**config.mk**
```make
export PLATFORM = sky130hd
export DESIGN_NAME = axi_rd_burst_gen_flat
export DESIGN_NICKNAME = d
export VERILOG_FILES = /design/src/rtl/axi_pkg.sv /design/src/rtl/axi_rd_burst_gen_if.sv /design/src/rtl/axi_rd_skid.sv /design/src/rtl/axi_rd_burst_gen.sv /design/src/flat_wrapper.sv
export SDC_FILE = /design/constraint.sdc
export NUM_CORES = 1
export LEC_CHECK = 0
export ABC_AREA = 0
export CAP_MARGIN = 20
export CORE_AREA = 2 2 116 163
export CTS_CLUSTER_DIAMETER = 100
export DETAILED_ROUTE_END_ITERATION = 16
export DIE_AREA = 0 0 118 165
export GPL_TIMING_DRIVEN = 0
export MAX_ROUTING_LAYER = met4
export PLACE_DENSITY = 0.71
export SLEW_MARGIN = 20
export SYNTH_ARGS = -nofsm -noshare
export SYNTH_HDL_FRONTEND = slang
export SYNTH_SLANG_ARGS = --single-unit
```
**constraint.sdc**
```tcl
create_clock -name clk -period 3.3 [get_ports clk]
set_clock_uncertainty 0.15 [all_clocks]
set_input_delay 0.66 -clock clk [delete_from_list [all_inputs] [get_ports clk]]
set_output_delay 0.66 -clock clk [all_outputs]
set_load 0.02 [all_outputs]
```
**src/rtl/axi_pkg.sv**
```systemverilog
// Shared AXI encodings and read/write generator FSM state constants.
// Used by the delay gate, the read burst generator and the write-side generator.
package axi_pkg;

  typedef logic [1:0] state_t;
  typedef logic [1:0] burst_t;
  typedef logic [1:0] resp_t;

  localparam burst_t BURST_FIXED = 2'd0;
  localparam burst_t BURST_INCR  = 2'd1;
  localparam burst_t BURST_WRAP  = 2'd2;
  localparam burst_t BURST_RSVD  = 2'd3;

  localparam resp_t RESP_OKAY   = 2'd0;
  localparam resp_t RESP_SLVERR = 2'd2;

  localparam state_t IDLE  = 2'd0;
  localparam state_t ISSUE = 2'd1;
  localparam state_t DRAIN = 2'd2;

  // WRAP bursts are only defined for 2, 4, 8 or 16 beats.
  function automatic logic wrap_len_legal(input logic [7:0] len);
    return (len == 8'd1) || (len == 8'd3) || (len == 8'd7) || (len == 8'd15);
  endfunction

endpackage

```
**src/rtl/axi_rd_burst_gen_if.sv**
```systemverilog
// Bus bundle for axi_rd_burst_gen: gated AR channel, RAM read port and R channel.
// Handshakes: a transfer happens on a rising edge where valid && ready; the
// sender holds its payload stable and valid high until that edge.
interface axi_rd_burst_gen_if #(
  parameter int ADDR_WIDTH = 16,
  parameter int DATA_WIDTH = 32,
  parameter int ID_WIDTH   = 4
);
  localparam int STRB_LOG = $clog2(DATA_WIDTH / 8);

  logic [ID_WIDTH-1:0]            s_arid;
  logic [ADDR_WIDTH-1:0]          s_araddr;
  logic [7:0]                     s_arlen;
  logic [2:0]                     s_arsize;
  logic [1:0]                     s_arburst;
  logic                           s_arvalid;
  logic                           s_arready;

  logic                           mem_rd_en;
  logic [ADDR_WIDTH-STRB_LOG-1:0] mem_addr;
  logic [DATA_WIDTH-1:0]          mem_rd_data;

  logic [ID_WIDTH-1:0]            m_rid;
  logic [DATA_WIDTH-1:0]          m_rdata;
  logic [1:0]                     m_rresp;
  logic                           m_rlast;
  logic                           m_rvalid;
  logic                           m_rready;

  modport slave (
    input  s_arid, s_araddr, s_arlen, s_arsize, s_arburst, s_arvalid,
    output s_arready,
    output mem_rd_en, mem_addr,
    input  mem_rd_data,
    output m_rid, m_rdata, m_rresp, m_rlast, m_rvalid,
    input  m_rready
  );

  modport master (
    output s_arid, s_araddr, s_arlen, s_arsize, s_arburst, s_arvalid,
    input  s_arready,
    input  mem_rd_en, mem_addr,
    output mem_rd_data,
    input  m_rid, m_rdata, m_rresp, m_rlast, m_rvalid,
    output m_rready
  );

endinterface

```
**src/rtl/axi_rd_skid.sv**
```systemverilog
// Two-entry R output FIFO; occupancy feeds the read-issue credit check.
// The head entry is held stable until it is popped.
module axi_rd_skid #(
  parameter int W = 35
) (
  input  logic         clk,
  input  logic         rst,
  input  logic         push,
  input  logic [W-1:0] push_data,
  input  logic         pop,
  output logic [W-1:0] head,
  output logic         valid,
  output logic [1:0]   occ
);

  logic [W-1:0] slot_q [2];
  logic         wr_ptr;
  logic         rd_ptr;
  logic [1:0]   count;

  always_ff @(posedge clk or negedge rst) begin
    if (!rst) begin
      slot_q[0] <= '0;
      slot_q[1] <= '0;
      wr_ptr    <= 1'b0;
      rd_ptr    <= 1'b0;
      count     <= 2'd0;
    end else begin
      if (push) begin
        slot_q[wr_ptr] <= push_data;
        wr_ptr         <= ~wr_ptr;
      end
      if (pop) begin
        rd_ptr <= ~rd_ptr;
      end
      case ({push, pop})
        2'b10:   count <= count + 2'd1;
        2'b01:   count <= count - 2'd1;
        default: count <= count;
      endcase
    end
  end

  assign head  = slot_q[rd_ptr];
  assign valid = (count != 2'd0);
  assign occ   = count;

endmodule

```
**src/rtl/axi_rd_burst_gen.sv**
```systemverilog
// AXI4 read burst generator: expands a gated AR burst into 1-cycle-latency RAM
// reads and returns R beats. Define AXI_RD_BURST_WRAP_EN to support WRAP bursts.
module axi_rd_burst_gen
  import axi_pkg::*;
#(
  parameter int ADDR_WIDTH = 16,
  parameter int DATA_WIDTH = 32,
  parameter int ID_WIDTH   = 4
) (
  input  logic                clk,
  input  logic                rst,
  axi_rd_burst_gen_if.slave   bus,
  output state_t              dbg_state
);

  localparam int         STRB_LOG = $clog2(DATA_WIDTH / 8);
  localparam logic [2:0] MAX_SIZE = 3'(STRB_LOG);
  localparam int         PW       = DATA_WIDTH + 3;

  state_t                state;
  logic                  ar_ready_r;
  logic [ID_WIDTH-1:0]   id_r;
  logic [ADDR_WIDTH-1:0] addr_r;
  logic [ADDR_WIDTH-1:0] wmask_r;
  logic [7:0]            len_r;
  logic [7:0]            beat_r;
  logic [2:0]            size_r;
  burst_t                mode_r;
  logic                  err_r;

  logic                  pend_r;
  logic                  pend_last_r;
  logic                  pend_err_r;

  logic [1:0]            occ;
  logic                  buf_valid;
  logic [PW-1:0]         head;
  logic                  pop;
  logic                  issue;
  logic                  ar_fire;

  logic [2:0]            ar_size_eff;
  logic                  ar_err;
  burst_t                ar_mode;
  logic [ADDR_WIDTH-1:0] ar_wmask;
`ifdef AXI_RD_BURST_WRAP_EN
  logic [ADDR_WIDTH-1:0] ar_step;
`endif

  logic [ADDR_WIDTH-1:0] step;
  logic [ADDR_WIDTH-1:0] incr_addr;
  logic [ADDR_WIDTH-1:0] next_addr;

  // Decode the AR request; an oversize beat is still read at the bus width.
  always_comb begin
    ar_err      = (bus.s_arsize > MAX_SIZE);
    ar_size_eff = ar_err ? MAX_SIZE : bus.s_arsize;
    ar_mode     = (bus.s_arburst == BURST_FIXED) ? BURST_FIXED : BURST_INCR;
    ar_wmask    = ((ADDR_WIDTH'({1'b0, bus.s_arlen}) + ADDR_WIDTH'(1)) << ar_size_eff)
                  - ADDR_WIDTH'(1);
`ifdef AXI_RD_BURST_WRAP_EN
    ar_step     = ADDR_WIDTH'(1) << ar_size_eff;
    if (bus.s_arburst == BURST_WRAP) begin
      if (wrap_len_legal(bus.s_arlen) &&
          ((bus.s_araddr & (ar_step - ADDR_WIDTH'(1))) == '0)) begin
        ar_mode = BURST_WRAP;
      end else begin
        ar_err = 1'b1;
      end
    end else if (bus.s_arburst == BURST_RSVD) begin
      ar_err = 1'b1;
    end
`else
    if (bus.s_arburst == BURST_RSVD) begin
      ar_err = 1'b1;
    end
`endif
  end

  // Only the first beat of an unaligned INCR burst is unaligned.
  always_comb begin
    step      = ADDR_WIDTH'(1) << size_r;
    incr_addr = (addr_r & ~(step - ADDR_WIDTH'(1))) + step;
    case (mode_r)
      BURST_FIXED: next_addr = addr_r;
      BURST_WRAP:  next_addr = (addr_r & ~wmask_r) | (incr_addr & wmask_r);
      default:     next_addr = incr_addr;
    endcase
  end

  assign ar_fire = (state == IDLE) && ar_ready_r && bus.s_arvalid;
  assign pop     = buf_valid && bus.m_rready;
  // Credit: buffered + in-flight beats, less the one leaving now, must stay below 2.
  assign issue   = (state == ISSUE) &&
                   (({1'b0, occ} + {2'b00, pend_r} - {2'b00, pop}) < 3'd2);

  always_ff @(posedge clk or negedge rst) begin
    if (!rst) begin
      state       <= IDLE;
      ar_ready_r  <= 1'b0;
      id_r        <= '0;
      addr_r      <= '0;
      wmask_r     <= '0;
      len_r       <= '0;
      beat_r      <= '0;
      size_r      <= '0;
      mode_r      <= BURST_FIXED;
      err_r       <= 1'b0;
      pend_r      <= 1'b0;
      pend_last_r <= 1'b0;
      pend_err_r  <= 1'b0;
    end else begin
      pend_r      <= issue;
      pend_last_r <= issue && (beat_r == len_r);
      pend_err_r  <= err_r;
      case (state)
        IDLE: begin
          if (ar_fire) begin
            id_r       <= bus.s_arid;
            addr_r     <= bus.s_araddr;
            len_r      <= bus.s_arlen;
            size_r     <= ar_size_eff;
            mode_r     <= ar_mode;
            wmask_r    <= ar_wmask;
            err_r      <= ar_err;
            beat_r     <= '0;
            ar_ready_r <= 1'b0;
            state      <= ISSUE;
          end else begin
            ar_ready_r <= 1'b1;
          end
        end
        ISSUE: begin
          if (issue) begin
            addr_r <= next_addr;
            if (beat_r == len_r) begin
              state <= DRAIN;
            end else begin
              beat_r <= beat_r + 8'd1;
            end
          end
        end
        DRAIN: begin
          if ((occ == 2'd0) && !pend_r) begin
            state <= IDLE;
          end
        end
        default: state <= IDLE;
      endcase
    end
  end

  axi_rd_skid #(.W(PW)) u_skid (
    .clk       (clk),
    .rst       (rst),
    .push      (pend_r),
    .push_data ({bus.mem_rd_data, pend_last_r, (pend_err_r ? RESP_SLVERR : RESP_OKAY)}),
    .pop       (pop),
    .head      (head),
    .valid     (buf_valid),
    .occ       (occ)
  );

  assign bus.s_arready = ar_ready_r;
  assign bus.mem_rd_en = issue;
  assign bus.mem_addr  = addr_r[ADDR_WIDTH-1:STRB_LOG];

  assign bus.m_rvalid  = buf_valid;
  assign bus.m_rdata   = buf_valid ? head[PW-1:3] : '0;
  assign bus.m_rlast   = buf_valid && head[2];
  assign bus.m_rresp   = buf_valid ? head[1:0] : RESP_OKAY;
  assign bus.m_rid     = buf_valid ? id_r : '0;

  assign dbg_state     = state;

endmodule
```
**src/flat_wrapper.sv**
```systemverilog
// flat-port wrapper written by rule: the top's interface ports become plain ports
module axi_rd_burst_gen_flat import axi_pkg::*;
#(
  parameter int ADDR_WIDTH = 16,
  parameter int DATA_WIDTH = 32,
  parameter int ID_WIDTH   = 4
)
  (clk, rst, dbg_state, bus_s_arid, bus_s_araddr, bus_s_arlen, bus_s_arsize, bus_s_arburst, bus_s_arvalid, bus_s_arready, bus_mem_rd_en, bus_mem_addr, bus_mem_rd_data, bus_m_rid, bus_m_rdata, bus_m_rresp, bus_m_rlast, bus_m_rvalid, bus_m_rready);
  axi_rd_burst_gen_if #(.ADDR_WIDTH(ADDR_WIDTH), .DATA_WIDTH(DATA_WIDTH), .ID_WIDTH(ID_WIDTH)) bus_i ();
  input  logic clk;
  input  logic rst;
  output state_t dbg_state;
  input wire logic [$bits(bus_i.s_arid)-1:0] bus_s_arid;
  input wire logic [$bits(bus_i.s_araddr)-1:0] bus_s_araddr;
  input wire logic [$bits(bus_i.s_arlen)-1:0] bus_s_arlen;
  input wire logic [$bits(bus_i.s_arsize)-1:0] bus_s_arsize;
  input wire logic [$bits(bus_i.s_arburst)-1:0] bus_s_arburst;
  input wire logic [$bits(bus_i.s_arvalid)-1:0] bus_s_arvalid;
  output wire logic [$bits(bus_i.s_arready)-1:0] bus_s_arready;
  output wire logic [$bits(bus_i.mem_rd_en)-1:0] bus_mem_rd_en;
  output wire logic [$bits(bus_i.mem_addr)-1:0] bus_mem_addr;
  input wire logic [$bits(bus_i.mem_rd_data)-1:0] bus_mem_rd_data;
  output wire logic [$bits(bus_i.m_rid)-1:0] bus_m_rid;
  output wire logic [$bits(bus_i.m_rdata)-1:0] bus_m_rdata;
  output wire logic [$bits(bus_i.m_rresp)-1:0] bus_m_rresp;
  output wire logic [$bits(bus_i.m_rlast)-1:0] bus_m_rlast;
  output wire logic [$bits(bus_i.m_rvalid)-1:0] bus_m_rvalid;
  input wire logic [$bits(bus_i.m_rready)-1:0] bus_m_rready;
  assign bus_i.s_arid = bus_s_arid;
  assign bus_i.s_araddr = bus_s_araddr;
  assign bus_i.s_arlen = bus_s_arlen;
  assign bus_i.s_arsize = bus_s_arsize;
  assign bus_i.s_arburst = bus_s_arburst;
  assign bus_i.s_arvalid = bus_s_arvalid;
  assign bus_s_arready = bus_i.s_arready;
  assign bus_mem_rd_en = bus_i.mem_rd_en;
  assign bus_mem_addr = bus_i.mem_addr;
  assign bus_i.mem_rd_data = bus_mem_rd_data;
  assign bus_m_rid = bus_i.m_rid;
  assign bus_m_rdata = bus_i.m_rdata;
  assign bus_m_rresp = bus_i.m_rresp;
  assign bus_m_rlast = bus_i.m_rlast;
  assign bus_m_rvalid = bus_i.m_rvalid;
  assign bus_i.m_rready = bus_m_rready;
  axi_rd_burst_gen #(.ADDR_WIDTH(ADDR_WIDTH), .DATA_WIDTH(DATA_WIDTH), .ID_WIDTH(ID_WIDTH)) u_core (.clk(clk), .rst(rst), .bus(bus_i), .dbg_state(dbg_state));
endmodule
```
==> results by group, run 1 <==
Routing
  • Wire length per cell: about 15 µm
  • DRT iter0 DRCs: 145
  • DRC viols: 0
  • Vias per inst: roughly 4.9
  • Antenna Nets Post-Route: 0
  • Routed WL: around 15 mm
  • Vias post-DR: 4903
  • Number of detailed-route iterations in the first pass: 4

Finish
  • Commonest non-fill, non-tap cells in the layout: 122 x clkdlybuf4s50_1, 117 x dfrtp_1, 72 x nor2_1, 71 x nand2_1, 70 x mux2_2
  • Ant. Diodes: 0
  • Non-filler cells, final: ~1.0k
  • Fill cells: 1735
  • Storage element area: roughly 0.0030 mm²
  • Layout Nets: about 830
  • Commonest non-fill, non-tap cell in the layout: clkdlybuf4s50_1
  • Multi-input gate area: about 0.003 mm²
  • Final core utilization: 0.477
  • Layout cells sized above 1: 0.214
  • Area growth from synthesis to layout: 37.1%

Placement
  • Hpwl dp: roughly 11 mm
  • Port Buffers: ~130
  • GP Congestion: between 0.9 and 1
  • Cells after DPL: slightly below 1k

STA
  • RSZ-0062 raised after global routing: yes
  • Fmax achieved: a little over 300 MHz
  • Final-report max-slew violation count: 0
  • Worst-margin pin slew: about 650 ps
  • Final hold vios: 0
  • Min cycle time layout: between 3000 and 4000 ps
  • Max-Slew Margin vs Limit: 0.567
  • Endpoints failing setup: 0
  • WHS: ~66 ps
  • TNS Setup: 0 ps
  • Fin crit share: 0.989

GRT
  • Grt total ovfl: 0
  • Number of global-route vias before repair: approximately 5.0k
  • Initial antenna violation count: 0
  • First-pass GRT wire length: 24.9 mm
  • Largest net degree at the start of global routing: 65
  • All-Layer GR Usage: 0.167

Worst setup path
  • Crit path DAT: about 2500 ps
  • Worst Setup End Kind: primary output
  • Worst setup path class: flop to primary output
  • CP max stage delay: 420 ps
  • Crit path max fanout: 3
  • Critical-path cell list: nor2_4 -> inv_4 -> and2_4 -> ha_4 -> nand2b_4 -> fa_2 -> xnor2_2 -> nand3_2 -> inv_4 -> buf_6
  • Critical path required time: between 2000 and 2500 ps
  • Startpoint Class: flop
  • Crit-path most repeated cell: inv_4
  • WP buf/inv: 3
  • R2R Setup Slk: around 120 ps
  • CP top delay family: adder cells
  • Slowest stage cell, crit path: dfrtp_2

Synth
  • Post-synth design cell area: 0.00624 mm²
  • Sequential area share after synthesis: 0.477
  • Avg Synthesized Cell Area: 10.4 µm²
  • Ys async rst share: 1.00
  • Synth cell types: 63
  • Post-synth top flop: dfrtp_1
  • Number of synthesized flops with an enable pin: 0
  • Synthesized flop and latch total: between 100 and 150
  • Syn Nets: 678
  • Synth warn: 0
  • Cells after Synth: 600

CTS
  • H-tree Lvls: 4
  • Clk sinks: around 120
  • Clock Latency Late Sink: around 410 ps
  • Root Driver: clkbuf_16
  • CTS clk-pin slew, worst paths: about 60 ps
  • Clock tree from TritonCTS: yes
  • Max Buffers Root-to-Sink: 2
  • Clock buffer count from CTS: 17

Floorplan
  • Starting density of the core: 0.348
  • # IOs: roughly 130
  • Die area: between 0.015 and 0.02 mm²
  • Die X-Extent: 118 µm
  • Core region area: about 0.018 mm²
  • Die Y: 165 µm
  • FP Rows: slightly below 60

Flow run
  • Max-cap violations: 0

Power
  • Pwr/cell area: between 1000 and 1500 mW/mm²
  • IR drop worst, VDD: approximately 420 µV
  • Leak: 0.00374 µW

Min path
  • Hold/Removal Path Class: primary input to async pin

Status
  • Status: complete, no violations
==> metal layers <==
layer / up-vias / global-route usage / part of all wire
met3: 18 / 0.0300 / 0.031
li1: 2364 / - / -
met5: - / - / 0
met1: 2408 / 0.186 / 0.41
met2: 113 / 0.297 / 0.54
met4: 0 / 0.0657 / 0.015
==> sequential cells by signal, summed over array words and instances, names as in the netlist <==
signal and flops:
u_core.addr_r 16, u_core.beat_r 8, u_core.bus.s_arready 1, u_core.dbg_state 2
u_core.err_r 1, u_core.id_r 4, u_core.len_r 8, u_core.mode_r 1
u_core.pend_err_r 1, u_core.pend_last_r 1, u_core.pend_r 1, u_core.size_r 3
u_core.u_skid.occ 2, u_core.u_skid.rd_ptr 1, u_core.u_skid.slot_q 68, u_core.u_skid.wr_ptr 1
==> final cells by class <==
| type | instances | area share |
|---|---|---|
| plain buffers | 43 | 0.0282 |
| well taps | 240 | 0.0351 |
| clock buffers | 19 | 0.0518 |
| inverters | 11 | 0.00541 |
| repair buffers | 133 | 0.156 |
| clock inverters | 13 | 0.0200 |
| multi-input cells | 425 | 0.355 |
| flip-flops and latches | 119 | 0.348 |
==> cell families (layout without fill, tap and decap cells) <==
kind of cell             Yosys count  after routing  synth area share
AND/OR/NAND/NOR                  204            204             0.149
XOR/XNOR                          27             27            0.0379
buffers and inverters             56            219            0.0451
other                              1              1          0.000601
flip-flops                       119            119             0.477
multiplexers                     107            107             0.186
AO/OA/AOI/OAI                     77             77            0.0858
adder cells (fa/ha/maj)            9              9            0.0192
==> what timing repair did <==
action / CTS / global route
gates resized for setup: 19 / 12
hold buffers: 0 / 0
pin swaps: 3 / 5
setup buffers: 6 / 1
setup endpoints to repair: 52 / 15
==> per-stage QoR <==
stage	total power, µW	setup WS, ps	instance area, µm²
finish	9340	37.2	8560
CTS	9380	-52.8	8520
detailed placement	7300	-951	7830
floorplan	5590	11.8	6250
global route	9990	-80.6	8560
global placement	7200	-3400	7800
==> worst paths after layout <==
kind / depth (start not counted) / endpoint / startpoint
min: 1 / u_core.u_skid.slot_q[33] / rst
max: 10 / bus_mem_rd_en / u_core.u_skid.occ[1]
max in group asynchronous: 2 / u_core.u_skid.occ[0] / rst
min in group clk: 0 / u_core.pend_err_r / u_core.err_r
min reg2reg: 0 / u_core.pend_err_r / u_core.err_r
max reg2reg: 11 / u_core.addr_r[10] / u_core.size_r[2]
==> power by group <==
group,internal [µW],switching (µW)
sequential,2150,466
clock,1220,694
combinational,2390,2430
total,5750,3590
==> Yosys cell counts (all sizes together) (6+ instances only) <==
| cell | count | share of area |
|---|---|---|
| a21oi | 17 | 0.014 |
| xor2 | 12 | 0.017 |
| dfrtp | 119 | 0.48 |
| and2 | 7 | 0.0070 |
| and3 | 10 | 0.010 |
| nor2b | 6 | 0.0072 |
| ha | 8 | 0.016 |
| clkbuf | 21 | 0.013 |
| nor2 | 76 | 0.046 |
| mux2i | 37 | 0.059 |
| inv | 11 | 0.0066 |
| nand3 | 9 | 0.0072 |
| o21ai | 23 | 0.018 |
| mux2 | 70 | 0.13 |
| nand2 | 71 | 0.043 |
| buf | 24 | 0.026 |
| xnor2 | 15 | 0.021 |
No activity file was read; power rests on OpenSTA's default activity.
==> inputs of run 2 (changes only) <==
- CORE_AREA: 2 2 116 163 -> 2 2 137 192
- DIE_AREA: 0 0 118 165 -> 0 0 139 194
- PLACE_DENSITY: 0.71 -> 0.57
==> run 2 against run 1 <==
Utilization shrank 13 points; final cell count increased by 8.6%; register-to-register slack improved by 30 ps; sequential share of layout area down 0.91 points; combinational power rose by 4.8%; clock power grew 6%; via count is 0.24% higher; sequential power hardly changed; die area increased by 39%; critical path type unchanged; highest routed layer unchanged.
==> results by group, run 2 (synthesis gave the netlist of run 1 again) <==
STA
  • Final-report max-slew violation count: 0 (unchanged)
  • Endpoints failing setup: 0 (unchanged)
  • Fmax achieved: 309 MHz (+0.68%)
  • Max-Slew Margin vs Limit: 0.534 (-0.0327)
  • Fin crit share: 0.982 (-0.00664)
  • Min cycle time layout: 3240 ps (-21.9 ps)
  • RSZ-0062 raised after global routing: yes
  • Final hold vios: 0 (unchanged)
  • Worst-margin pin slew: 699 ps (+49.0 ps)

Finish
  • Layout Nets: 835 (+0.85%)
  • Commonest non-fill, non-tap cell in the layout: clkdlybuf4s50_1
  • Final core utilization: 0.349 (-0.129)
  • Regs by FF count: u_core.u_skid.slot_q: 68 flops, u_core.addr_r: 16 flops
  • Layout cells sized above 1: 0.229 (+0.0149)
  • Top reg by flops: u_core.u_skid.slot_q
  • Largest register FFs: 68 (unchanged)
  • Ant. Diodes: 0 (unchanged)
  • Non-filler cells, final: 1089 (+8.6%)
  • Area growth from synthesis to layout: 40.8%
  • Commonest non-fill, non-tap cells in the layout: 122 x clkdlybuf4s50_1, 117 x dfrtp_1, 72 x nor2_1, 71 x nand2_1, 70 x mux2_2

Floorplan
  • Die Y: 194 µm (+18%)
  • Starting density of the core: 0.248 (-0.101)
  • # IOs: 127 (unchanged)
  • Core region area: 0.0252 mm² (+41%)
  • Die X-Extent: 139 µm (+18%)
  • Die area: 0.0270 mm² (+39%)
  • FP Rows: 69 (+19%)

GRT
  • Largest net degree at the start of global routing: 64 (-1.5%)
  • Initial antenna violation count: 0 (unchanged)
  • All-Layer GR Usage: 0.132 (-0.0351)
  • Grt total ovfl: 0 (unchanged)
  • Number of global-route vias before repair: 5320 (+6.2%)
  • First-pass GRT wire length: 27.2 mm (+9.0%)

Power
  • Final Power: 9700 µW (+3.8%)
  • Pwr/cell area: 1100 mW/mm² (+1.1%)
  • IR drop worst, VDD: 491 µV (+17%)
  • NetSw: 3750 µW (+4.3%)
  • Sequential power share: 0.270 (-0.010)
  • Internal: 5950 µW (+3.5%)
  • Sw Ratio: 0.386 (+0.00179)
  • Clk pwr share: 0.209 (+0.005)
  • Logic pwr share: 0.520 (+0.004)
  • Leak: 0.00380 µW (+1.9%)

Worst setup path
  • Crit path max fanout: 3 (unchanged)
  • Reg-to-reg startpoint: u_core.size_r[0]
  • Critical path required time: 2490 ps (about the same)
  • Worst setup path class: flop to primary output
  • Worst Setup End Kind: primary output
  • Crit path DAT: 2430 ps (-20 ps)
  • Worst setup path start: u_core.u_skid.occ[1]
  • Startpoint Class: flop

Min path
  • Hold/Removal Path Class: primary input to async pin

CTS
  • Root Driver: clkbuf_16
  • Clk sinks: 119 (unchanged)
  • Clock tree from TritonCTS: yes
  • Max Buffers Root-to-Sink: 2 (unchanged)
  • Post-CTS Hold Buffers: 0 (unchanged)
  • CTS clk-pin slew, worst paths: 60 ps (about the same)
  • Clock buffer count from CTS: 17 (unchanged)
  • H-tree Lvls: 4 (unchanged)
  • Clock Latency Late Sink: 420 ps (about the same)

Status
  • Status: complete, no violations

Routing
  • Number of detailed-route iterations in the first pass: 4 (unchanged)
  • DRC viols: 0 (unchanged)
  • Routed WL: 16.6 mm (+9.2%)
  • DRT iter0 DRCs: 182 (+26%)
  • Antenna Nets Post-Route: 0 (unchanged)
  • Wire length per cell: 15.2 µm (+0.58%)
  • Vias per inst: 4.51 (-7.7%)
  • Vias post-DR: 4915 (+0.24%)

Placement
  • Port Buffers: 125 (unchanged)
  • GP Congestion: 0.821 (-9.1%)
  • Hpwl dp: 11.8 mm (+8.1%)
  • Cells after DPL: 1045 (+8.2%)

Flow run
  • Max-cap violations: 0 (unchanged)
[run 2: cell count changes in the layout (fill, tap and decap cells not counted), moves of 2 or more]
| cell | delta |
|---|---|
| clkinvlp_4 | -4 |
| inv_8 | +2 |
| clkbuf_1 | -2 |
| buf_4 | +3 |
| inv_6 | +2 |
| buf_8 | +2 |
[run 2: power by group through the flow]
stage	clock network, µW	logic, µW	registers, µW
3_3_place_gp	0	4670	2620
5_1_grt	2150	5520	2710
3_5_place_dp	0	4730	2640
6_report	2030	5050	2620
2_1_floorplan	0	3080	2510
4_1_cts	2090	5070	2630
[run 2: metrics by stage]
step | area (µm²) | hold WS, ps | TNS, ps | worst slack [ps]
floorplan | 6250 | 204 | 0 | 11.8
global placement | 7900 | 243 | -444380 | -3630
detailed placement | 7930 | 235 | -14850 | -1070
CTS | 8740 | 17.8 | -31.3 | -31.3
global route | 8790 | 32.2 | -55.3 | -55.3
finish | 8790 | 5.35 | 0 | 59.1
[run 2: critical path: stages (launching register included)]
cell and delay, ps:
dfrtp_2 420, nor2_4 140, inv_4 40, and2_4 140, ha_4 220, nand2b_4 140
fa_2 350, xnor2_2 200, nand3_2 150, inv_4 100, buf_6 110
[run 2: final timing paths]
kind	end	slack [ps]	depth (start not counted)
hold reg to reg	u_core.pend_err_r	230	0
min in group clk	u_core.pend_err_r	230	0
max in group asynchronous	u_core.u_skid.occ[1]	2310	2
setup reg to reg	u_core.addr_r[11]	150	11
hold / removal	u_core.len_r[7]	5	1
setup / recovery	bus_mem_rd_en	60	10
[run 2: cell type report]
type / count / area [µm²]
clock buffer: 17 / 425
fill: 2594 / 16400
tap: 319 / 399
buffer: 44 / 267
timing repair buffer: 139 / 1390
clock inverter: 15 / 216
multi-input combinational: 425 / 3070
sequential: 119 / 2980
inverter: 11 / 46.3
[run 2: layer usage]
layer,track usage,vias to the layer above,share of wire
met2,0.226,120,0.51
met1,0.147,2401,0.42
met3,0.0294,23,0.037
met4,0.0561,0,0.025
li1,-,2371,-
met5,-,-,0
[run 2: what timing repair did]
action,4_1_cts,5_1_grt
pin swaps,8,7
setup endpoints to repair,53,17
buffers inserted,11,3
gates resized for setup,37,11
==> inputs of run 3 (changes only) <==
- CELL_PAD_IN_SITES_DETAIL_PLACEMENT: default -> 1
- CELL_PAD_IN_SITES_GLOBAL_PLACEMENT: default -> 2
- CORE_AREA: 2 2 137 192 -> 8 8 143 198
- DIE_AREA: 0 0 139 194 -> 0 0 151 206
- GPL_TIMING_DRIVEN: 0 -> default
- PLACE_DENSITY: 0.57 -> 0.77
==> run 3 against run 2 <==
Setup slack better by 78 ps; design area down 2.2%; highest routed layer unchanged; critical path type unchanged; flip-flop and latch count unchanged; via count down 0.16%; critical path depth unchanged; clock power down 9%.
==> results by group, run 3 (synthesis gave the netlist of run 1 again) <==
STA
  • Fin crit share: 0.958 (-0.0236)
  • Fmax achieved: 316 MHz (+2.5%)
  • Endpoints failing setup: 0 (unchanged)
  • Worst-margin pin slew: 948 ps (+249 ps)
  • Final hold vios: 0 (unchanged)
  • Max-Slew Margin vs Limit: 0.368 (-0.166)
  • Min cycle time layout: 3160 ps (-77.9 ps)
  • Final-report max-slew violation count: 0 (unchanged)
  • TNS Setup: 0 ps (unchanged)
  • RSZ-0062 raised after global routing: no

Power
  • Final Power: 9440 µW (-2.7%)
  • IR drop worst, VDD: 429 µV (-13%)
  • Leak: 0.00373 µW (-1.9%)
  • Pwr/cell area: 1100 mW/mm² (-0.50%)

Routing
  • DRT iter0 DRCs: 195 (+7.1%)
  • Met2 routed WL: 9.68 mm (+13%)
  • DRC viols: 0 (unchanged)
  • Antenna Nets Post-Route: 0 (unchanged)
  • Met3 WL: 703 µm (+16%)
  • Top sig layer: met4
  • Number of detailed-route iterations in the first pass: 4 (unchanged)
  • DRT met1 WL: 7.33 mm (+4.1%)
  • Wire length per cell: 16.9 µm (+11%)
  • Vias per inst: 4.61 (+2.1%)
  • Routed WL: 18.0 mm (+8.5%)
  • Vias post-DR: 4907 (-0.16%)

Placement
  • GP Congestion: 0.784 (-4.4%)
  • Cells after DPL: 1034 (-1.1%)
  • Port Buffers: 125 (unchanged)
  • DP Area: 0.00796 mm² (+0.30%)
  • Hpwl dp: 12.9 mm (+9.6%)

Finish
  • Layout cells sized above 1: 0.213 (-0.0154)
  • Commonest non-fill, non-tap cells in the layout: 122 x clkdlybuf4s50_1, 118 x dfrtp_1, 73 x nor2_1, 70 x nand2_1, 70 x mux2_2
  • Largest register FFs: 68 (unchanged)
  • Fill cells: 2804 (+8.1%)
  • Storage element area: 0.00298 mm² (about the same)
  • Top reg by flops: u_core.u_skid.slot_q
  • Final instance area: 0.00860 mm² (-2.2%)
  • Non-filler cells, final: 1065 (-2.2%)
  • Commonest non-fill, non-tap cell in the layout: clkdlybuf4s50_1
  • Multi-input gate area: 0.00304 mm² (-0.82%)
  • Area growth from synthesis to layout: 37.7%
  • Layout Nets: 814 (-2.5%)
  • Regs by FF count: u_core.u_skid.slot_q: 68 flops, u_core.addr_r: 16 flops
  • Ant. Diodes: 0 (unchanged)

Floorplan
  • FP Rows: 69 (unchanged)
  • Die area: 0.0311 mm² (+15%)
  • Starting density of the core: 0.248 (unchanged)
  • Die Y: 206 µm (+6.2%)
  • Core region area: 0.0252 mm² (unchanged)
  • Die X-Extent: 151 µm (+8.6%)
  • # IOs: 127 (unchanged)

Worst setup path
  • Worst reg-to-reg path cell count: 13 (+2)
  • Worst r2r dst: u_core.addr_r[8]
  • Reg-to-reg startpoint: u_core.u_skid.occ[1]
  • Worst Setup End Kind: primary output
  • Crit path DAT: 2350 ps (-80 ps)
  • Startpoint Class: flop
  • Critical path required time: 2490 ps (about the same)
  • R2R Setup Slk: 260 ps (+110 ps)
  • Crit path max fanout: 2 (-1)
  • Worst setup path class: flop to primary output

CTS
  • Clock tree from TritonCTS: yes
  • CTS clk-pin slew, worst paths: 50 ps (about the same)
  • H-tree Lvls: 4 (unchanged)
  • Clock buffer count from CTS: 17 (unchanged)
  • Root Driver: clkbuf_16
  • Clk sinks: 119 (unchanged)
  • Clock Latency Late Sink: 420 ps (about the same)
  • Max Buffers Root-to-Sink: 2 (unchanged)

GRT
  • Largest net degree at the start of global routing: 61 (-4.7%)
  • First-pass GRT wire length: 29.8 mm (+9.7%)
  • Grt total ovfl: 0 (unchanged)
  • All-Layer GR Usage: 0.126 (-0.00553)
  • Number of global-route vias before repair: 5706 (+7.3%)
  • Initial antenna violation count: 0 (unchanged)

Flow run
  • Max-cap violations: 0 (unchanged)

Status
  • Status: complete, no violations

Min path
  • Hold/Removal Path Class: primary input to async pin
-- run 3: cell types whose count changed in the layout (fill, tap and decap cells not counted), moves of 3 or more --
cell      before  now
buf_2          5    0
buf_4         27   36
clkinv_4       3    0
inv_6          4    0
buf_6          4    1
clkbuf_1      15    3
clkbuf_8       1    6
-- run 3: critical path, cell delays in order (launching register included) --
cell and delay, ps:
dfrtp_1 410, nor2_4 120, inv_2 40, and2_4 140
buf_4 140, ha_2 190, fa_2 390, xnor2_2 180
nand3_2 110, inv_2 90, buf_6 120
-- run 3: where the power goes --
| part | internal (µW) | switching [µW] |
|---|---|---|
| Sequential | 2150 | 512 |
| Combinational | 2460 | 2480 |
| Clock | 1220 | 626 |
-- run 3: through the flow --
stage          hold WS [ps]   util  worst slack (ps)
6_report                196  0.341               137
5_1_grt                 243  0.341              26.3
4_1_cts                 215  0.341              62.9
3_5_place_dp            216  0.316              -648
3_3_place_gp            216  0.316              -614
2_1_floorplan           204      -              11.8
-- run 3: what timing repair did --
item	in CTS	in global routing
setup buffers	1	1
pin swaps	5	3
setup endpoints to repair	2	2
hold buffers	0	0
gates resized for setup	14	2
-- run 3: routing by layer --
layer	track usage	vias up
met2	0.223	101
met3	0.0256	21
li1	-	2323
met4	0.0482	0
met1	0.136	2462
met5	-	-
-- run 3: how the worst max path moves through the flow --
stage / to / from / cells after the start
final: bus_mem_rd_en / u_core.u_skid.occ[1] / 10
after floorplan: u_core.addr_r[8] / u_core.u_skid.occ[1] / 13
after global placement: bus_mem_rd_en / bus_m_rready / 9
after global routing: bus_mem_rd_en / u_core.u_skid.occ[1] / 10
after CTS: bus_mem_rd_en / u_core.u_skid.occ[1] / 10
after detailed placement: bus_mem_rd_en / bus_m_rready / 9
-- run 3: final cells by class --
type / count / area share
multi-input combinational: 425 / 0.354
sequential: 119 / 0.347
timing repair buffer: 162 / 0.180
clock buffer: 26 / 0.0604
tap: 319 / 0.0464
clock inverter: 3 / 0.00757
inverter: 11 / 0.00480
